### src/rtl/mem_arb_pkg.sv
// Shared types and constants for the memory port arbiter.
// Owner encoding, fetch word size and starvation counter width.
package mem_arb_pkg;

  typedef enum logic [1:0] {
    OWN_NONE,
    OWN_I,
    OWN_D
  } owner_t;

  localparam logic [2:0] FUNCT3_LW = 3'b010;
  localparam int STARVE_W = 4;

endpackage

### src/rtl/mem_port_arbiter.sv
// Single-port memory arbiter between fetch (I) and load/store (D).
// D has priority; a starvation counter forces fetch through.
module mem_port_arbiter
  import mem_arb_pkg::*;
#(
  parameter int STARVE_LIMIT = 4
) (
  input  logic        clk,
  input  logic        reset,
  input  logic        i_req,
  input  logic [31:0] i_addr,
  output logic        i_gnt,
  input  logic        i_flush,
  output logic        i_rvalid,
  output logic [31:0] i_rdata,
  input  logic        d_req,
  input  logic        d_we,
  input  logic [2:0]  d_funct3,
  input  logic [31:0] d_addr,
  input  logic [31:0] d_wdata,
  output logic        d_gnt,
  output logic        d_rvalid,
  output logic [31:0] d_rdata,
  output logic        mem_write_mem,
  output logic [2:0]  mem_funct3,
  output logic [31:0] mem_write_address,
  output logic [31:0] mem_write_data,
  output logic [31:0] mem_read_address,
  input  logic [31:0] mem_read_data
);

  localparam logic [STARVE_W-1:0] LIM =
    STARVE_W'(STARVE_LIMIT);

  logic [STARVE_W-1:0] starve_cnt;
  logic                starved;
  owner_t              owner;
  owner_t              owner_nxt;
  logic                i_flush_q;
  logic [31:0]         rd_addr_q;
  logic [31:0]         wr_addr_q;
  logic [31:0]         wr_data_q;
  logic [2:0]          f3_q;

  assign starved = (starve_cnt == LIM);

  always_comb begin
    i_gnt = 1'b0;
    d_gnt = 1'b0;
    if (!reset) begin
      if (i_req && (!d_req || starved))
        i_gnt = 1'b1;
      else if (d_req)
        d_gnt = 1'b1;
    end
  end

  // Ungranted cycles keep the last driven address/data/size.
  always_comb begin
    mem_read_address  = rd_addr_q;
    mem_write_address = wr_addr_q;
    mem_write_data    = wr_data_q;
    mem_funct3        = f3_q;
    mem_write_mem     = 1'b0;
    unique case (1'b1)
      i_gnt: begin
        mem_read_address = i_addr;
        mem_funct3       = FUNCT3_LW;
      end
      d_gnt && d_we: begin
        mem_write_address = d_addr;
        mem_write_data    = d_wdata;
        mem_funct3        = d_funct3;
        mem_write_mem     = 1'b1;
      end
      d_gnt && !d_we: begin
        mem_read_address = d_addr;
        mem_funct3       = d_funct3;
      end
      default: ;
    endcase
  end

  always_comb begin
    owner_nxt = OWN_NONE;
    if (i_gnt)
      owner_nxt = OWN_I;
    else if (d_gnt && !d_we)
      owner_nxt = OWN_D;
  end

  always_ff @(posedge clk) begin
    if (reset) begin
      owner      <= OWN_NONE;
      starve_cnt <= '0;
      i_flush_q  <= 1'b0;
      rd_addr_q  <= '0;
      wr_addr_q  <= '0;
      wr_data_q  <= '0;
      f3_q       <= '0;
    end else begin
      owner     <= owner_nxt;
      i_flush_q <= i_flush;
      rd_addr_q <= mem_read_address;
      wr_addr_q <= mem_write_address;
      wr_data_q <= mem_write_data;
      f3_q      <= mem_funct3;
      if (i_gnt)
        starve_cnt <= '0;
      else if (i_req && !starved)
        starve_cnt <= starve_cnt + 1'b1;
    end
  end

  // Reset in the response cycle drops the pending response.
  assign i_rvalid = (owner == OWN_I) && !i_flush_q &&
                    !i_flush && !reset;
  assign d_rvalid = (owner == OWN_D) && !reset;
  assign i_rdata  = mem_read_data;
  assign d_rdata  = mem_read_data;

endmodule

### config.mk
export PLATFORM = sky130hd
export DESIGN_NAME = mem_port_arbiter
export DESIGN_NICKNAME = d
export VERILOG_FILES = /design/src/rtl/mem_arb_pkg.sv /design/src/rtl/mem_port_arbiter.sv
export SDC_FILE = /design/constraint.sdc
export NUM_CORES = 1
export LEC_CHECK = 0
export ABC_AREA = 1
export CORE_ASPECT_RATIO = 0.75
export CORE_MARGIN = 3
export CORE_UTILIZATION = 29
export DETAILED_ROUTE_END_ITERATION = 8
export PLACE_DENSITY = 0.66
export SETUP_SLACK_MARGIN = 0.02
export SLEW_MARGIN = 0
export SYNTH_ARGS = -nofsm -noshare
export SYNTH_HDL_FRONTEND = slang
export SYNTH_SLANG_ARGS = --single-unit
export TNS_END_PERCENT = 30
### constraint.sdc
create_clock -name clk -period 5.1 [get_ports clk]
set_input_delay 0.765 -clock clk [delete_from_list [all_inputs] [get_ports clk]]
set_output_delay 0.765 -clock clk [all_outputs]
set_load 0.005 [all_outputs]
; ---- Yosys cells after proc, flatten, opt, wreduce, memory -nomap -nowiden
; Cells that the tools add are included.
[totals]
register_bits = 106
[op_classes]
eq_ne = 3
addsub = 1
n_reduce_logical = 17
mux = 12
[op_table]
columns = op, count
row1 = $mux W32, 2
row2 = $pmux W32 S2, 1
row3 = $logic_and A1 B1 Y1, 8
row4 = $mux W1, 7
row5 = $logic_not A1 Y1, 6
row6 = $pmux W3 S2, 1
row7 = $add A4 B1 Y4 const B, 1
row8 = $eq A4 B3 Y1 const B, 1
row9 = $reduce_or A2 Y1, 2
row10 = $eq A2 B1 Y1 const B, 1
row11 = $eq A2 B2 Y1 const B, 1
row12 = $mux W2, 1
row13 = $logic_or A1 B1 Y1, 1

; ---- Logic depth before layout (Yosys ltp)
[depth]
ltp_word = 8
ltp_mapped = 11
ltp_nobuf = 10

; ---- Least setup slack after synthesis
; No wires, ideal clock.
[synth_timing]
kind = input to output
startpoint = input port i_req
endpoint = output port mem_write_address[1]
stages = 8
required_ns = 4.335
n_path_buf = 3
path_slack_ns = 2.575
arrival_time_ns = 1.760
cell_sequence = buf_2 > a21oi_4 > nand2_2 > nor2_4 > buf_6 > buf_6 > nand2_1 > nand2_1
[synth_via]
elab_chain_len = 5
[synth_lines]
columns = element, line_no
row1 = from (decl), mem_port_arbiter.sv:10  ; input logic i_req,
row2 = $logic_and A1 B1 Y1, mem_port_arbiter.sv:51  ; if (i_req && (!d_req || starved))
row3 = $mux W1, mem_port_arbiter.sv:51
row4 = $mux W1, mem_port_arbiter.sv:50  ; if (!reset) begin
row5 = $logic_and A1 B1 Y1, mem_port_arbiter.sv:70  ; d_gnt && d_we: begin
row6 = $mux W32, mem_port_arbiter.sv:65  ; unique case (1'b1)
row7 = to (decl), mem_port_arbiter.sv:26  ; output logic [31:0] mem_write_address,
; Every way passes these cells.

; ---- Worst setup path in the final report
[layout_timing]
startpoint = input port i_req
endpoint = output port mem_read_address[12]
[layout_via]
elab_chain_len = 5
[layout_lines]
columns = element, line_no
row1 = $logic_and A1 B1 Y1 (*), mem_port_arbiter.sv:51
row2 = $mux W1, mem_port_arbiter.sv:51
row3 = $mux W1, mem_port_arbiter.sv:50
row4 = $logic_and A1 B1 Y1, mem_port_arbiter.sv:76  ; d_gnt && !d_we: begin
row5 = $pmux W32 S2 (*), mem_port_arbiter.sv:65
row6 = to (decl), mem_port_arbiter.sv:28  ; output logic [31:0] mem_read_address,
; Every way passes the cells marked *; elsewhere a longest branch is shown, timed or not.

==> qor.txt <==
status -> finished clean
worst min path class -> flip-flop to flip-flop
clock skew -> 0.00539 ns
Synth Instances -> 781
root buffer cell -> clkbuf_16
number of global-route vias before repair -> 4801
clock sink total -> 106
FFs w/ async S/R, synth -> 0
cell taking the most area after synthesis -> dfxtp_1
compound-gate portion of the synthesized area -> 0.0713
Area contributors post-synth -> dfxtp_1 41%, nand2_1 20%, buf_4 11%, nor2_1 7.3%, a21oi_1 6.5%
most common cell in the netlist -> nand2_1
Total Routed Length -> 16300 um
RSZ-0062 raised after global routing -> no
Final period util -> 0.798
Comb power frac -> 0.190
Seq/Total Area, Yosys -> 0.407
Syn. warnings -> 0
Post-Synth Adder-Cell Area -> 0.00480
synthesized area per cell -> 6.68 um^2
Final Worst Setup Slack -> 1.03 ns
Most used DFF post-synth -> dfxtp_1
CTS resizes -> 0
core area -> 17200 um^2
global route total overflow -> 0
mux contribution to synthesized area -> 0
fmax -> 0.246 GHz
max cap viols -> 0
Critical Path Start Type -> primary input
layout cell share with drive strength beyond 1 -> 0.0341
chip height -> 122 um
xor and xnor area share after synthesis -> 0.00336
CTS HTree Levels -> 3
post-DP HPWL -> 11600 um
Reg power frac -> 0.451
Synth top cells by count -> 274 x nand2_1, 106 x dfxtp_1, 102 x nor2_1, 74 x inv_1, 73 x buf_4
Iteration-0 DRC Markers -> 295
Post-Syn Nets -> 920
CP cell instances -> clkdlybuf4s50_1, a21oi_4, buf_4, nand3_1, nand2_1, buf_4, nor2_1, nor2_1, inv_1, clkdlybuf4s50_1
Post-synth EDFFs -> 0
post-synth top area share -> 0.407
first-pass GRT wire length -> 25600 um
#FFs+latches synth -> 106
Yosys cell types -> 22
Max Root-Sink Buffers -> 2
clk_lat worst skew -> 0.35 ns
final setup vio count -> 0
cell area after synthesis -> 5220 um^2
internal power -> 1410 uW
full die area -> 19600 um^2
hold_buf cts -> 0
slowest stage delay, CP -> 0.57 ns
Least-Margin Pin Slew -> 0.997 ns
worst setup path class -> primary input to output port
largest net degree at the start of global routing -> 86
main combinational cell family by area after synthesis -> simple AND/OR/NAND/NOR gates
area grow syn2layout -> 38.9%
hold slack final -> 0.470 ns
maximum vdd drop -> 0.000132 V
Routed wire per std cell -> 14.3 um
Filler Cell Count -> 1815
TNS Setup -> 0 ns
Slowest-stage cell, CP -> clkdlybuf4s50_1
CTS tree -> yes
final core occ -> 0.420
Max-slew headroom -> 0.335
# DRC -> 0
clock power share -> 0.359
Final Net Count -> 1042
postcts setup bufs -> 0
TritonCTS buffer count -> 9
final hold vios -> 0
initial antenna violation count -> 0
vias post-DR -> 5003
Max Fanout on Critical Path -> 33
Leakage -> 0.00337 uW
Vias/cell -> 4.37
WP data required -> 4.34 ns
Sw Pwr -> 520 uW
Final Max Tran Viols -> 0
crit path capture type -> output port
clock-pin slew on the worst setup and hold paths -> 0.07 ns
ANT nets after route -> 0
# IOs -> 305
row count -> 41
pwr/cell area -> 266 nW/um^2
min Tclk post-route -> 4.07 ns
sw frac -> 0.270
gp weighted congestion -> 0.825
count of input and output buffers -> 208
DP Worst Slack -> 1.05 ns
Total Routing Usage GR -> 0.164
CP arrival -> 3.31 ns
n_diodes -> 0
DR pass1 iterations -> 7
Simple-Gate Fraction of Synth Area -> 0.320
Die Width -> 161 um
initial cell density of the core -> 0.303
-- placed cells by master (no fill, tap or decap) --
cell type / n
a21oi_4: 1
ha_1: 2
buf_12: 1
clkdlybuf4s50_1: 207
clkinv_4: 3
buf_4: 7
nand3_1: 7
xor2_1: 2
nor2_1: 102
o22ai_1: 1
clkbuf_16: 9
a21oi_1: 68
nand2_1: 274
nand2_2: 1
inv_1: 74
clkinvlp_4: 1
inv_2: 3
inv_8: 1
clkinv_8: 2
nand4_1: 32
nor4_1: 1
a21oi_2: 1
clkinv_1: 1
dfxtp_1: 106
nor2_4: 1
-- state kept, by name, summed over array words and instances, names as in the netlist --
register / flops
f3_q: 3
i_flush_q: 1
owner: 2
rd_addr_q: 32
starve_cnt: 4
wr_addr_q: 32
wr_data_q: 32
-- metrics by stage --
stage / std cells / cell area, um^2 / total power (uW)
after floorplan: 781 / 5220 / 1070
after global placement: 1128 / 6940 / 1260
after detailed placement: 1128 / 6940 / 1260
after CTS: 1144 / 7240 / 1960
after global routing: 1144 / 7240 / 2030
final: 1144 / 7240 / 1930
-- path summary, 6_finish.rpt --
check                startpoint                    to  slack [ns]  depth (start not counted)
setup / recovery          i_req  mem_read_address[12]        1.03                         10
hold / removal     wr_addr_q[5]          wr_addr_q[5]        0.47                          2
setup reg to reg  starve_cnt[0]          rd_addr_q[9]        2.76                         12
hold reg to reg    wr_addr_q[5]          wr_addr_q[5]        0.47                          2
-- final cells by class --
cell class	instances	area [um^2]	share of cell area
Clock inverter	7	77.6	0.0107
Clock buffer	9	225	0.0311
Sequential cell	106	2120	0.293
Tap cell	236	295	0.0408
Timing Repair Buffer	215	2140	0.296
Inverter	78	293	0.0404
Multi-Input combinational cell	493	2080	0.288
-- cells by family after synthesis --
logic type / Yosys count
DFF: 106
xor gates and xnor gates: 2
and+or+nand+nor: 418
adders and majority gates: 2
buffers and inverters: 182
AOI/OAI and AO/OA: 71
-- power by group through the flow --
| stage | sequential, uW | clock [uW] | combinational [uW] |
|---|---|---|---|
| global placement | 887 | 0 | 368 |
| finish | 869 | 692 | 365 |
| detailed placement | 888 | 0 | 367 |
| CTS | 869 | 725 | 370 |
| global route | 872 | 749 | 404 |
| floorplan | 886 | 0 | 185 |
-- per-layer routing --
metal | up-vias | track usage | wire length, um
li1 | 2577 | - | -
met1 | 2179 | 0.210 | 7360
met2 | 224 | 0.257 | 7090
met3 | 23 | 0.0659 | 1620
met4 | 0 | 0.0446 | 258
met5 | - | 0 | 0
-- worst max-delay path: cells and delay by family --
family	cells	cell delay [ns]
buffers and inverters	5	1.80
and+or+nand+nor	4	0.45
AOI/OAI and AO/OA	1	0.23
Note: power is estimated with default switching activity, not from simulation.
